`src/rtl/adder_tree_accum_if.sv`:
```
// Sample-beat input bus and frame-result output bus of the adder tree accumulator.
interface adder_tree_accum_if #(
   parameter int NUM_INPUTS = 16,
   parameter int DWIDTH     = 14,
   parameter int OWIDTH     = 14,
   parameter int BEAT_LOG2  = 8
);
   logic [NUM_INPUTS*DWIDTH-1:0] i_dat_vector;
   logic                         i_dat_valid;
   logic                         i_dat_last;
   logic [OWIDTH-1:0]            o_sum;
   logic                         o_sum_valid;
   logic                         o_sat;
   logic [BEAT_LOG2:0]           o_frame_beats;

   modport master (
      output i_dat_vector, i_dat_valid, i_dat_last,
      input  o_sum, o_sum_valid, o_sat, o_frame_beats
   );

   modport slave (
      input  i_dat_vector, i_dat_valid, i_dat_last,
      output o_sum, o_sum_valid, o_sat, o_frame_beats
   );
endinterface

```
`src/rtl/adder_tree_accum.sv`:
```
// Pipelined adder tree reducing NUM_INPUTS samples per beat, followed by a frame
// accumulator with optional output saturation.
//
// state    | meaning
// ST_IDLE  | no beats collected; next valid beat starts a frame
// ST_OPEN  | frame in progress; acc_q/beats_q hold the partial sum
module adder_tree_accum #(
   parameter int NUM_INPUTS = 16,
   parameter int DWIDTH     = 14,
   parameter bit SIGNED     = 1'b0,
   parameter int BEAT_LOG2  = 8,
   parameter int OWIDTH     = 14,
   parameter bit SATURATE   = 1'b0
) (
   input logic               clk,
   input logic               rst,
   adder_tree_accum_if.slave bus
);
   localparam int LEVELS = (NUM_INPUTS > 1) ? $clog2(NUM_INPUTS) : 1;
   localparam int TREE_W = DWIDTH + LEVELS;
   localparam int ACC_W  = TREE_W + BEAT_LOG2;
   localparam int BW     = BEAT_LOG2 + 1;

   function automatic int level_terms(input int lvl);
      int n;
      n = NUM_INPUTS;
      for (int i = 0; i < lvl; i++) n = (n + 1) / 2;
      return n;
   endfunction

   typedef enum logic {ST_IDLE, ST_OPEN} state_t;

   logic [TREE_W-1:0] ext    [NUM_INPUTS];
   logic [TREE_W-1:0] node_d [LEVELS][NUM_INPUTS];
   logic [TREE_W-1:0] node_q [LEVELS][NUM_INPUTS];
   logic [LEVELS-1:0] vld_d, vld_q, lst_d, lst_q;

   always_comb begin
      for (int ii = 0; ii < NUM_INPUTS; ii++) begin
         ext[ii] = {{LEVELS{SIGNED & bus.i_dat_vector[DWIDTH*ii + DWIDTH-1]}},
                    bus.i_dat_vector[DWIDTH*ii +: DWIDTH]};
      end
   end

   // Every level pairs terms (2k, 2k+1); an odd leftover is registered unchanged.
   for (genvar l = 0; l < LEVELS; l++) begin : g_lvl
      localparam int N_IN = level_terms(l);
      for (genvar k = 0; k < NUM_INPUTS; k++) begin : g_node
         if (2*k+1 < N_IN) begin : g_add
            if (l == 0) begin : g_src_in
               assign node_d[l][k] = ext[2*k] + ext[2*k+1];
            end else begin : g_src_lvl
               assign node_d[l][k] = node_q[l-1][2*k] + node_q[l-1][2*k+1];
            end
         end else if (2*k+1 == N_IN) begin : g_pass
            if (l == 0) begin : g_src_in
               assign node_d[l][k] = ext[2*k];
            end else begin : g_src_lvl
               assign node_d[l][k] = node_q[l-1][2*k];
            end
         end else begin : g_zero
            assign node_d[l][k] = '0;
         end
      end
   end

   always_comb begin
      vld_d    = '0;
      lst_d    = '0;
      vld_d[0] = bus.i_dat_valid;
      lst_d[0] = bus.i_dat_last;
      for (int i = 1; i < LEVELS; i++) begin
         vld_d[i] = vld_q[i-1];
         lst_d[i] = lst_q[i-1];
      end
   end

   always_ff @(posedge clk) begin
      node_q <= node_d;
      lst_q  <= lst_d;
   end

   state_t            state_q;
   logic [ACC_W-1:0]  acc_q, tree_ext, acc_next;
   logic [BW-1:0]     beats_q, beats_next, frame_beats_q;
   logic [OWIDTH-1:0] sum_d, sum_q;
   logic              sat_d, sat_q, sum_valid_q;
   logic [TREE_W-1:0] tree_sum;
   logic              tree_vld, tree_lst, first;

   assign tree_sum = node_q[LEVELS-1][0];
   assign tree_vld = vld_q[LEVELS-1];
   assign tree_lst = lst_q[LEVELS-1];

   always_comb begin
      tree_ext   = {{BEAT_LOG2{SIGNED & tree_sum[TREE_W-1]}}, tree_sum};
      first      = (state_q == ST_IDLE);
      acc_next   = (first ? '0 : acc_q) + tree_ext;
      beats_next = first ? BW'(1) : ((&beats_q) ? beats_q : beats_q + 1'b1);
   end

   if (OWIDTH >= ACC_W) begin : g_wide
      always_comb begin
         sat_d = 1'b0;
         sum_d = SIGNED ? OWIDTH'($signed(acc_next)) : OWIDTH'(acc_next);
      end
   end else if (SIGNED) begin : g_sgn
      localparam logic [OWIDTH-1:0] SMIN = OWIDTH'(1) << (OWIDTH-1);
      always_comb begin
         sat_d = (acc_next[ACC_W-1:OWIDTH-1] != '0) && (acc_next[ACC_W-1:OWIDTH-1] != '1);
         sum_d = acc_next[OWIDTH-1:0];
         if (SATURATE && sat_d) sum_d = acc_next[ACC_W-1] ? SMIN : ~SMIN;
      end
   end else begin : g_uns
      always_comb begin
         sat_d = |acc_next[ACC_W-1:OWIDTH];
         sum_d = (SATURATE && sat_d) ? '1 : acc_next[OWIDTH-1:0];
      end
   end

   always_ff @(posedge clk) begin
      if (rst) begin
         vld_q         <= '0;
         state_q       <= ST_IDLE;
         acc_q         <= '0;
         beats_q       <= '0;
         sum_q         <= '0;
         sat_q         <= 1'b0;
         sum_valid_q   <= 1'b0;
         frame_beats_q <= '0;
      end else begin
         vld_q       <= vld_d;
         sum_valid_q <= 1'b0;
         if (tree_vld) begin
            if (tree_lst) begin
               sum_q         <= sum_d;
               sat_q         <= sat_d;
               frame_beats_q <= beats_next;
               sum_valid_q   <= 1'b1;
               acc_q         <= '0;
               beats_q       <= '0;
               state_q       <= ST_IDLE;
            end else begin
               acc_q   <= acc_next;
               beats_q <= beats_next;
               state_q <= ST_OPEN;
            end
         end
      end
   end

   assign bus.o_sum         = sum_q;
   assign bus.o_sum_valid   = sum_valid_q;
   assign bus.o_sat         = sat_q;
   assign bus.o_frame_beats = frame_beats_q;
endmodule
```
`src/flat_wrapper.sv`:
```
// flat-port wrapper written by rule: the top's interface ports become plain ports
module adder_tree_accum_flat 
#(
   parameter int NUM_INPUTS = 16,
   parameter int DWIDTH     = 14,
   parameter bit SIGNED     = 1'b0,
   parameter int BEAT_LOG2  = 8,
   parameter int OWIDTH     = 14,
   parameter bit SATURATE   = 1'b0
)
  (clk, rst, bus_i_dat_vector, bus_i_dat_valid, bus_i_dat_last, bus_o_sum, bus_o_sum_valid, bus_o_sat, bus_o_frame_beats);
  adder_tree_accum_if #(.NUM_INPUTS(NUM_INPUTS), .DWIDTH(DWIDTH), .OWIDTH(OWIDTH), .BEAT_LOG2(BEAT_LOG2)) bus_i ();
  input logic clk;
  input logic rst;
  input wire logic [$bits(bus_i.i_dat_vector)-1:0] bus_i_dat_vector;
  input wire logic [$bits(bus_i.i_dat_valid)-1:0] bus_i_dat_valid;
  input wire logic [$bits(bus_i.i_dat_last)-1:0] bus_i_dat_last;
  output wire logic [$bits(bus_i.o_sum)-1:0] bus_o_sum;
  output wire logic [$bits(bus_i.o_sum_valid)-1:0] bus_o_sum_valid;
  output wire logic [$bits(bus_i.o_sat)-1:0] bus_o_sat;
  output wire logic [$bits(bus_i.o_frame_beats)-1:0] bus_o_frame_beats;
  assign bus_i.i_dat_vector = bus_i_dat_vector;
  assign bus_i.i_dat_valid = bus_i_dat_valid;
  assign bus_i.i_dat_last = bus_i_dat_last;
  assign bus_o_sum = bus_i.o_sum;
  assign bus_o_sum_valid = bus_i.o_sum_valid;
  assign bus_o_sat = bus_i.o_sat;
  assign bus_o_frame_beats = bus_i.o_frame_beats;
  adder_tree_accum #(.NUM_INPUTS(NUM_INPUTS), .DWIDTH(DWIDTH), .SIGNED(SIGNED), .BEAT_LOG2(BEAT_LOG2), .OWIDTH(OWIDTH), .SATURATE(SATURATE)) u_core (.clk(clk), .rst(rst), .bus(bus_i));
endmodule
```
`config.mk`:
```
export PLATFORM = sky130hd
export DESIGN_NAME = adder_tree_accum_flat
export DESIGN_NICKNAME = d
export VERILOG_FILES = /design/src/rtl/adder_tree_accum_if.sv /design/src/rtl/adder_tree_accum.sv /design/src/flat_wrapper.sv
export SDC_FILE = /design/constraint.sdc
export NUM_CORES = 1
export LEC_CHECK = 0
export CAP_MARGIN = 20
export CORE_UTILIZATION = 45
export DETAILED_ROUTE_END_ITERATION = 7
export PLACE_DENSITY = 0.75
export SLEW_MARGIN = 20
export SYNTH_ARGS = -nofsm -noshare
export SYNTH_HDL_FRONTEND = slang
export SYNTH_SLANG_ARGS = --single-unit
```
`constraint.sdc`:
```
create_clock -name clk -period 4.7 [get_ports clk]
set_clock_uncertainty 0.15 [all_clocks]
set_input_delay 0.47 -clock clk [delete_from_list [all_inputs] [get_ports clk]]
set_output_delay 0.47 -clock clk [all_outputs]
set_load 0.01 [all_outputs]
```
**Word-level counts from Yosys, hierarchy flattened**

Index checks and enable logic that the tools add are counted.

- Bitwise operators: 1
- Add/subtract/negate cells: 17
- Reductions and logical operators: 4
- Multiplexer cells: 7

Operator list:

| cell | count |
|---|---|
| adder 18 bit | 7 |
| adder 14 x 14 -> 15 bit | 8 |
| 2-to-1 mux 26 bit | 2 |
| 2-to-1 mux 9 bit | 3 |
| adder 26 x 18 -> 26 bit | 1 |
| OR reduction 12 bit | 1 |
| adder 9 x 1 -> 9 bit, second input constant | 1 |
| AND reduction 9 bit | 1 |
| 2-to-1 mux 1 bit | 2 |
| AND reduction 2 bit | 1 |
| OR reduction 2 bit | 1 |
| inverter 1 bit | 1 |

- Input bits: 228
- Register bits: 339
- Word-level logic and storage cells: 53
- Output and inout bits: 25

**Depth between registers and ports, before layout**

- Depth after elaboration: 4
- Depth in mapped cells: 14
- Gate-level depth less buffers: 12

**Least setup slack after synthesis**

Ideal clock, no wire load.

- Path kind: reg-to-reg
- From: reg u_core.state_q
- To: reg u_core.sat_q (netlist: u_core.bus.o_sat)
- Stages on the path, launching flop included: 15
- Data arrival time: 3450 ps
- Slack: 966 ps
- Library setup time: 133 ps
- Data required time: 4417 ps
- Period minus slack after synthesis: 3734 ps
- Buffers on the path: 3
- Cell sequence: dfxtp_1 -> clkbuf_1 -> clkbuf_1 -> clkbuf_1 -> and2_1 -> ha_1 -> and3_1 -> and3_1 -> and3_1 -> o311ai_2 -> a31o_2 -> a41oi_1 -> or4b_1 -> nor4_2 -> a311oi_1

- Cells in the longest elaborated chain, start to end: 3

Ends and longest elaborated chain:

| item | line | source |
|---|---|---|
| start: declaration | adder_tree_accum.sv:83 | `state_t state_q;` |
| start signal: assignment | adder_tree_accum.sv:124 | `state_q <= ST_IDLE;` |
| start signal: assignment | adder_tree_accum.sv:142 | `state_q <= ST_IDLE;` |
| start signal: assignment | adder_tree_accum.sv:146 | `state_q <= ST_OPEN;` |
| 2-to-1 mux 26 bit | adder_tree_accum.sv:98 | `acc_next = (first ? '0 : acc_q) + tree_ext;` |
| adder 26 x 18 -> 26 bit | adder_tree_accum.sv:98 |  |
| OR reduction 12 bit | adder_tree_accum.sv:116 | `sat_d = \|acc_next[ACC_W-1:OWIDTH];` |
| end signal: assignment | adder_tree_accum.sv:137 | `sat_q <= sat_d;` |
| end: declaration | adder_tree_accum.sv:87 | `logic sat_d, sat_q, sum_valid_q;` |

Every way passes these cells.
A chain may end at the register's enable or synchronous reset.

**Worst setup path in the final report**

Same ends and word-level chain as after synthesis.

==> Implementation_results.wiki <==
{| class="wikitable"
! Metric !! Value
|-
| Crit path required time || 4.90 ns
|-
| Type of the worst setup path || flop to flop
|-
| Cell Pwr Density || 535 nW/µm²
|-
| Category of the worst setup path capture point || flop
|-
| I/O pins || 253
|-
| Total number of nets in the final design || 2,654
|-
| Antenna Diode Count || 0
|-
| Final weighted congestion in routability-driven placement || 0.897
|-
| Post-CTS setup-driven buffer insertion count || 0
|-
| Post-synthesis cell type with the largest combined area || dfxtp_1
|-
| Total congestion overflow || 0
|-
| Total GRT Usage || 18.9%
|-
| Static Leak || 9.27 nW
|-
| Clock slew seen by the registers of the worst setup and hold paths || 0.06 ns
|-
| Count of buffering cells on the critical path with inverters included || 1
|-
| Detailed-placement wirelength estimate || 29,500 µm
|-
| Status || completed
|-
| Placed Cells incl. Taps || 2,644
|-
| Fill count || 3,379
|-
| Iteration count of the initial detailed-routing pass || 6
|-
| Quantity of gates resized following cts || 0
|-
| Number of design rule violations left after detail routing || 0
|-
| Tmin final || 4.18 ns
|-
| VDD IR max || 0.258 mV
|-
| Post-route cell area || 21,500 µm²
|-
| Number of global-route vias before repair || 14.1k
|-
| Top area cells in the synthesized netlist || dfxtp_1, ha_1, xnor2_1
|-
| Share of synthesized area occupied by flip-flops and latches || 35.4%
|-
| Setup repair after global routing missed its margin || false
|-
| Number of enable flip-flop cells after synthesis || 0
|-
| Syn Std Cell Area || 17,200 µm²
|-
| Ys async rst share || 0%
|-
| Aggregate routed wire length || 36,900 µm
|-
| Clock tree from TritonCTS || built
|-
| Worst endpoint data arrival time || 4.37 ns
|-
| Worst-skew pair later-pin latency || 0.51 ns
|-
| Warnings, synthesis || 0
|-
| Critical path cell sequence || buf_4 -> and2_1 -> ha_1 -> a211oi_1 -> o21ai_0 -> and3_1 -> o311ai_2 -> a31o_2 -> a41oi_1 -> or4b_1 -> nor4_2 -> a311oi_1
|-
| Root buffer selected by CTS || clkbuf_16
|-
| Count of final setup violators || 0
|-
| Number of antenna violations at the first check in global routing || 0
|-
| Row Count || 71
|-
| Slowest CP cell || dfxtp_1
|-
| Die Y-Extent || 198 µm
|-
| Number of standard cells in the layout, taps in and fillers out || 2,705
|-
| Vias per inst || 5.23
|-
| Final-report max-slew violation count || 0
|-
| Total negative slack || 0 ns
|-
| Maximum number of buffers from clock root to sink || 3
|-
| Largest stage delay, worst path || 0.70 ns
|-
| MaxCap Viol Count || 0
|-
| Number of buffers added by the clock tree synthesis step || 34
|-
| Largest net degree at the start of global routing || 62
|-
| Number of DRC markers in iteration 0 || 698
|-
| Upper clock frequency limit || 239 MHz
|-
| Width of the die || 198 µm
|-
| Number of different library cells in the post-synthesis netlist || 62
|-
| Placed Area || 20,300 µm²
|-
| Count of vias placed by the detailed router || 14.1k
|-
| Std-Cell Core Area || 37,700 µm²
|-
| Area share of the largest cell type after synthesis || 35.4%
|-
| Die area || 39,100 µm²
|-
| Cells after Synth || 1,903
|-
| Average footprint of a synthesized cell || 9.06 µm²
|-
| Post-cts hold buffer count || 0
|-
| Class of the most critical hold timing path || flop to flop
|-
| Final-layout worst hold slack || 0.179 ns
|-
| Number of nets with antenna violations after routing || 0
|-
| H-tree Lvls || 2
|-
| Worst-margin pin slew || 0.840 ns
|-
| Fraction of layout instances using a drive strength above 1 || 4.01%
|-
| Most frequent cells after synthesis || dfxtp_1, ha_1, xnor2_1, nor2_1, a21oi_1
|-
| Commonest register cell after synthesis || dfxtp_1
|-
| Post-Synthesis Net Count || 2,387
|-
| Most instantiated library cell after synthesis || dfxtp_1
|-
| Biggest fanout along the worst timing path || 24
|-
| Final hold vios || 0
|-
| Max-slew headroom at the worst pin || 44.0%
|-
| Crit start category || flop
|-
| Synthesized flop and latch total || 305
|-
| Number of port buffers || 252
|-
| Dominant delay contributor by cell family on the critical path || compound AO/OA/AOI/OAI gates
|-
| Clock sink count || 305
|-
| Effective utilization at floorplan || 45.8%
|-
| Area Overhead vs Synth || 24.8%
|-
| Detail-routed net length per standard cell || 13.7 µm
|-
| First-pass GRT wire length || 62,400 µm
|-
| Share of the cycle needed by the critical path after routing || 88.9%
|}
==> flip-flops by register name, indices dropped and copies added, names as in the netlist <==
| register | cells |
|---|---|
| u_core.bus.o_sat | 1 |
| u_core.bus.o_sum_valid | 1 |
| u_core.beats_q | 9 |
| u_core.vld_q | 4 |
| u_core.bus.o_frame_beats | 9 |
| u_core.acc_q | 26 |
| u_core.bus.o_sum | 14 |
| u_core.tree_sum | 18 |
| u_core.node_q | 218 |
| u_core.state_q | 1 |
| u_core.lst_q | 4 |
==> layout by cell type (no fill, tap or decap), types with 13 or more instances in the layout <==
cell type | synthesis | layout
or2_2 | 14 | 14
clkbuf_16 | 0 | 35
and3_1 | 14 | 14
o21ai_0 | 84 | 84
a22oi_1 | 19 | 19
nand2_1 | 135 | 135
xor2_1 | 37 | 37
nor3_1 | 71 | 71
a211oi_1 | 15 | 15
nand2b_1 | 22 | 22
fa_1 | 16 | 16
o41ai_1 | 13 | 13
clkdlybuf4s50_1 | 0 | 251
inv_1 | 112 | 112
and2_1 | 31 | 31
nor2_1 | 144 | 143
xnor2_1 | 155 | 155
nor2b_1 | 42 | 42
a21boi_0 | 19 | 19
or3_1 | 18 | 18
dfxtp_1 | 305 | 305
nand3_1 | 52 | 52
a21oi_1 | 141 | 141
a21o_1 | 38 | 38
a31oi_1 | 24 | 24
ha_1 | 240 | 240
==> report_power, final <==
| group | internal (W) | switching, W | leakage (nW) |
|---|---|---|---|
| sequential | 0.00341 | 0.000328 | 2.55 |
| combinational | 0.00242 | 0.00266 | 6.14 |
| clock | 0.00169 | 0.00101 | 0.580 |
| total | 0.00751 | 0.00400 | 9.27 |
==> cell type report <==
class	instances	area, µm²	area share [%]
timing repair buffer	256	2550	11.9
inverter	112	420	1.95
sequential	305	6110	28.4
multi-input combinational	1461	10600	49.4
tap	511	639	2.97
clock buffer	47	981	4.56
clock inverter	13	188	0.872
==> layer usage <==
layer / global-route usage (%) / vias up / part of all wire [%]
met4: 4.77 / 0 / 1.9
met2: 34.7 / 275 / 49
met3: 2.73 / 60 / 3.6
li1: - / 7276 / -
met1: 23.1 / 6538 / 46
met5: 0 / - / 0
==> path summary, 6_finish.rpt <==
| path | from | endpoint | slack [ns] | cells after the start |
|---|---|---|---|---|
| setup / recovery | u_core.state_q | u_core.bus.o_sat | 0.52 | 12 |
| hold / removal | u_core.lst_q[2] | u_core.lst_q[3] | 0.18 | 0 |
| setup reg to reg | u_core.state_q | u_core.bus.o_sat | 0.52 | 12 |
| hold reg to reg | u_core.lst_q[2] | u_core.lst_q[3] | 0.18 | 0 |
==> metrics by stage <==
step,utilization [%],total power (W),setup slack (ns)
floorplan,-,0.00761,0.966
global placement,54.0,0.00868,0.790
detailed placement,54.0,0.00885,0.678
CTS,57.1,0.0116,0.598
global route,57.1,0.0124,0.284
finish,57.1,0.0115,0.523
==> kinds of logic after synthesis <==
kind of cell / synth area share (%)
AND/OR/NAND/NOR: 15.4
AO/OA/AOI/OAI: 17.0
flip-flops: 35.4
adder cells (fa/ha/maj): 19.3
XOR/XNOR: 9.75
buffers and inverters: 2.98
multiplexers: 0.181
Note: power is estimated with default switching activity, not from simulation.
